**src/rtl/fifo_rr_arbiter.sv**
```systemverilog
// Round-robin drain stage for a bank of FIFOs: pops at most one queue per cycle
// into a single valid/ready output register tagged with the source queue index.
`ifndef FIFO_DWIDTH
`define FIFO_DWIDTH 8
`endif
`ifndef ARB_QWID
`define ARB_QWID 2
`endif

module fifo_rr_arbiter #(
    parameter int WIDTH = `FIFO_DWIDTH,
    parameter int QWID  = `ARB_QWID,
    parameter int NQ    = 2**QWID
) (
    input  logic                clk,
    input  logic                rst,
    input  logic [NQ-1:0]       q_empty,
    input  logic [NQ*WIDTH-1:0] q_data,
    output logic [NQ-1:0]       q_pop,
    output logic                out_vld,
    input  logic                out_rdy,
    output logic [WIDTH-1:0]    out_data,
    output logic [QWID-1:0]     out_qid
);
    localparam int              NSLOT  = 2**QWID;
    localparam logic [QWID-1:0] LAST_Q = QWID'(NQ - 1);

    logic [QWID-1:0]  rr_ptr;
    logic [NSLOT-1:0] req;
    logic [WIDTH-1:0] words [NSLOT];
    logic [QWID-1:0]  gnt;
    logic [QWID:0]    cand;
    logic             any_req;
    logic             slot_free;
    logic             load;

    // Padding to a full 2**QWID slots keeps every index exactly QWID bits wide.
    always_comb begin
        req         = '0;
        req[NQ-1:0] = ~q_empty;
    end

    for (genvar i = 0; i < NSLOT; i++) begin : g_word
        if (i < NQ) begin : g_live
            assign words[i] = q_data[i*WIDTH +: WIDTH];
        end else begin : g_pad
            assign words[i] = '0;
        end
    end

    // Scan from the far end back to rr_ptr so the last hit is the nearest request.
    always_comb begin
        gnt     = '0;
        any_req = 1'b0;
        cand    = '0;
        for (int k = NQ - 1; k >= 0; k--) begin
            cand = {1'b0, rr_ptr} + (QWID+1)'(k);
            if (cand >= (QWID+1)'(NQ)) begin
                cand = cand - (QWID+1)'(NQ);
            end
            if (req[cand[QWID-1:0]]) begin
                gnt     = cand[QWID-1:0];
                any_req = 1'b1;
            end
        end
    end

    assign slot_free = !out_vld || out_rdy;
    // rst gates the pop so nothing leaves the FIFOs while reset is held.
    assign load      = rst && slot_free && any_req;

    always_comb begin
        q_pop = '0;
        if (load) begin
            q_pop = NQ'(1) << gnt;
        end
    end

    always_ff @(posedge clk or negedge rst) begin
        if (!rst) begin
            rr_ptr   <= '0;
            out_vld  <= 1'b0;
            out_data <= '0;
            out_qid  <= '0;
        end else if (load) begin
            out_vld  <= 1'b1;
            out_data <= words[gnt];
            out_qid  <= gnt;
            rr_ptr   <= (gnt == LAST_Q) ? '0 : gnt + 1'b1;
        end else if (out_vld && out_rdy) begin
            out_vld  <= 1'b0;
        end
    end

endmodule

```
**config.mk**
```make
export PLATFORM = sky130hd
export DESIGN_NAME = fifo_rr_arbiter
export DESIGN_NICKNAME = d
export VERILOG_FILES = /design/src/rtl/fifo_rr_arbiter.sv
export SDC_FILE = /design/constraint.sdc
export NUM_CORES = 1
export LEC_CHECK = 0
export CORE_ASPECT_RATIO = 0.6
export CORE_MARGIN = 1
export CORE_UTILIZATION = 31
export DETAILED_ROUTE_END_ITERATION = 12
export GPL_ROUTABILITY_DRIVEN = 0
export GPL_TIMING_DRIVEN = 0
export PLACE_DENSITY_LB_ADDON = 0.15
export SLEW_MARGIN = 20
export SYNTH_ARGS = -nofsm -noshare
export SYNTH_HDL_FRONTEND = slang
export SYNTH_SLANG_ARGS = --single-unit
```
**constraint.sdc**
```tcl
create_clock -name clk -period 1.95 [get_ports clk]
set_clock_uncertainty 0.2 [all_clocks]
set_input_delay 0.39 -clock clk [delete_from_list [all_inputs] [get_ports clk]]
set_output_delay 0.39 -clock clk [all_outputs]
set_load 0.01 [all_outputs]
```
==> results.md <==
* Status: finished with violations
* Failing checks: setup timing
* Startpoint Class: register
* Max Freq at 0.438 GHz
* Seq cells post-synth at 13
* Post-synthesis sequential area ratio at 0.403
* Post-synth top area share at 0.403
* Core area at 0.00231 mm^2
* H-Tree Depth at 1
* ANT cells at 0
* Die Span Y at 41.5 um
* Critical Path RT at 1.36 ns
* DRT iter0 DRCs at 57
* HP Class: register to register
* Worst-path clk slew at 0.06 ns
* Dominant synthesized flop cell: dfrtp_1
* Routed Wire Length at 3.51 mm
* Fraction of synthesized area in multiplexers at 0.198
* Tcrit/Tclk final at 1.17
* Drt wl/cell at 18.0 um
* Worst slew pin tran at 0.582 ns
* Final setup violating endpoints at 7
* Worst-path fanout max at 3
* Synthesized area at 807 um^2
* Worst setup margin at -0.333 ns
* Tot GR Track Use at 0.231
* DP Wirelength at 1.84 mm
* DR DRC count at 0
* FP Rows at 13
* R2R cell count at 11
* P_leak at 0.810 nW
* Post-Synth XOR/XNOR Area at 0
* Post-DRT Antenna Nets at 0
* Peak VDD IR at 0.573 mV
* Post-Layout Cell Count at 195
* WS Path Type: register to output pin
* Max cap viols at 0
* Post-synth EDFFs at 0
* Adder-Cell Fraction of Synth Area at 0.0155
* Slew Limit Fails at 0
* RSZ-0062 raised after global routing: yes
* Initial Util at 0.349
* Post-synthesis compound-gate area fraction at 0.149
* R2R Setup Slk at -0.21 ns
* Layout fillers at 130
* Initial antenna violation count at 0
* Commonest cells in the netlist: nand2_1 (18), mux2i_1 (16), dfrtp_1 (13), o221ai_1 (8), nand2b_1 (3)
* Routed vias at 991
* Crit end category: output pin
* Min cycle time layout at 2.28 ns
* Final Hold Vio Count at 0
* Simple-gate portion of the synthesized area at 0.184
* Most common cell in the netlist: nand2_1
* Root Buffer: clkbuf_8
* Area leader, netlist: dfrtp_1
* Inst Count DP at 164
* TritonCTS Sinks at 13
* CTS Buf Count at 3
* P&R area growth vs syn at 133%
* Crit path DAT at 1.69 ns
* Final global-route overflow total at 0
* Vias in the first global route at 956
* Largest net degree at the start of global routing at 14
* Share of cells above drive strength 1 at 0.436
* Die X-Extent at 67.9 um
* Cell Pwr Density at 1080 mW/mm^2
* TritonCTS clock tree: done
* Cells on Worst Hold Path at 2
* Total Neg Setup Slack at -1.46 ns
* Ys async rst share at 1.00
* Largest family of logic cells by synthesized area: multiplexers
* Average size of a mapped cell at 9.96 um^2
* Rel. slew slack at 0.610
* Syn nets at 121
* Library cells used by synthesis at 24
* DR vias/cell at 5.08
* First-pass GRT wire length at 4.70 mm
* Worst-Skew Late Latency at 0.24 ns
* Die area at 0.00282 mm^2
* Gate count of the mapped netlist at 81
* Clock Path Buffers at 2
* Synth top area cells: dfrtp_1 (40%), mux2i_1 (20%), o221ai_1 (8.7%)
* Initial DRT Pass Iterations at 4
* Port Buffers at 53
* # nets final at 206
* YS warnings at 0
* Top-Level Pins at 54
-- layout make-up --
class	instances	area, um^2	share of cell area
plain buffers	4	46.3	0.0246
clock buffers	4	45.0	0.0240
inverters	1	3.75	0.00200
multi-input cells	62	649	0.346
flip-flops and latches	13	327	0.174
well taps	30	37.5	0.0200
repair buffers	81	771	0.410
-- critical path: stages, from the launching register on --
cell and delay (ns):
dfrtp_1 0.41, or2_4 0.30, a21oi_4 0.17, nor2_4 0.06, buf_6 0.13, ha_4 0.14
and2_4 0.13, buf_6 0.11
-- layout by cell type, fill, tap and decap left out, types with 3 or more instances in the layout --
cell type	netlist	routed
nand2_1	18	17
clkbuf_8	0	3
buf_2	2	4
dfrtp_1	13	12
o221ai_2	0	5
buf_4	0	13
mux2i_1	16	11
nand2b_4	0	3
buf_6	2	15
clkbuf_2	0	3
mux2i_2	0	3
clkdlybuf4s50_1	0	44
-- power breakdown --
group,switching (mW),leakage [nW],internal [mW]
Sequential,0.0770,0.157,0.377
Combinational,0.560,0.630,0.770
Clock,0.0940,0.0228,0.144
-- through the flow --
step                cell area [um^2]  power [mW]  setup slack (ns)  utilization  hold slack (ns)
floorplan                        807       0.838           -0.0222            -           -0.106
global placement                1380        1.20             -1.27        0.595            0.273
detailed placement              1380        1.21             -1.30        0.595            0.278
CTS                             1670        1.71            -0.282        0.721            0.288
global route                    1880        2.13            -0.362        0.814            0.333
finish                          1880        2.02            -0.333        0.814            0.290
-- what timing repair did --
action                                  CTS  global route
pin swaps                                11            17
hold buffers                              1             0
hold endpoints to repair                 13             0
gates resized for setup                  53            41
cloned                                    0             0
buffers inserted                         21             8
endpoints found under the setup margin   17            13
-- flip-flops by register name, indices dropped and copies added, names as in the netlist --
name	flops
out_data	8
out_qid	2
out_vld	1
rr_ptr	2
-- per-layer routing --
layer,wire length [um],up-vias,GRT usage,share of wire
met2,1660,38,0.370,0.47
met5,0,-,0,0
met4,29,0,0.0250,0.0083
met1,1640,481,0.315,0.47
li1,-,468,-,-
met3,174,4,0.0659,0.050
-- cell families (layout without fill, tap and decap cells) --
| logic type | after synthesis | after routing |
|---|---|---|
| AOI/OAI and AO/OA | 14 | 14 |
| adders and majority gates | 1 | 1 |
| buffers and inverters | 6 | 90 |
| DFF | 13 | 13 |
| muxes | 16 | 16 |
| and+or+nand+nor | 31 | 31 |
-- worst paths after layout --
check / start / to
hold reg to reg: out_qid[0] / out_qid[0]
hold / removal: out_qid[0] / out_qid[0]
max in group asynchronous: rst / rr_ptr[1]
setup reg to reg: rr_ptr[0] / out_data[7]
min in group asynchronous: rst / out_qid[0]
setup / recovery: rr_ptr[0] / q_pop[3]
No activity file was read; power rests on OpenSTA's default activity.
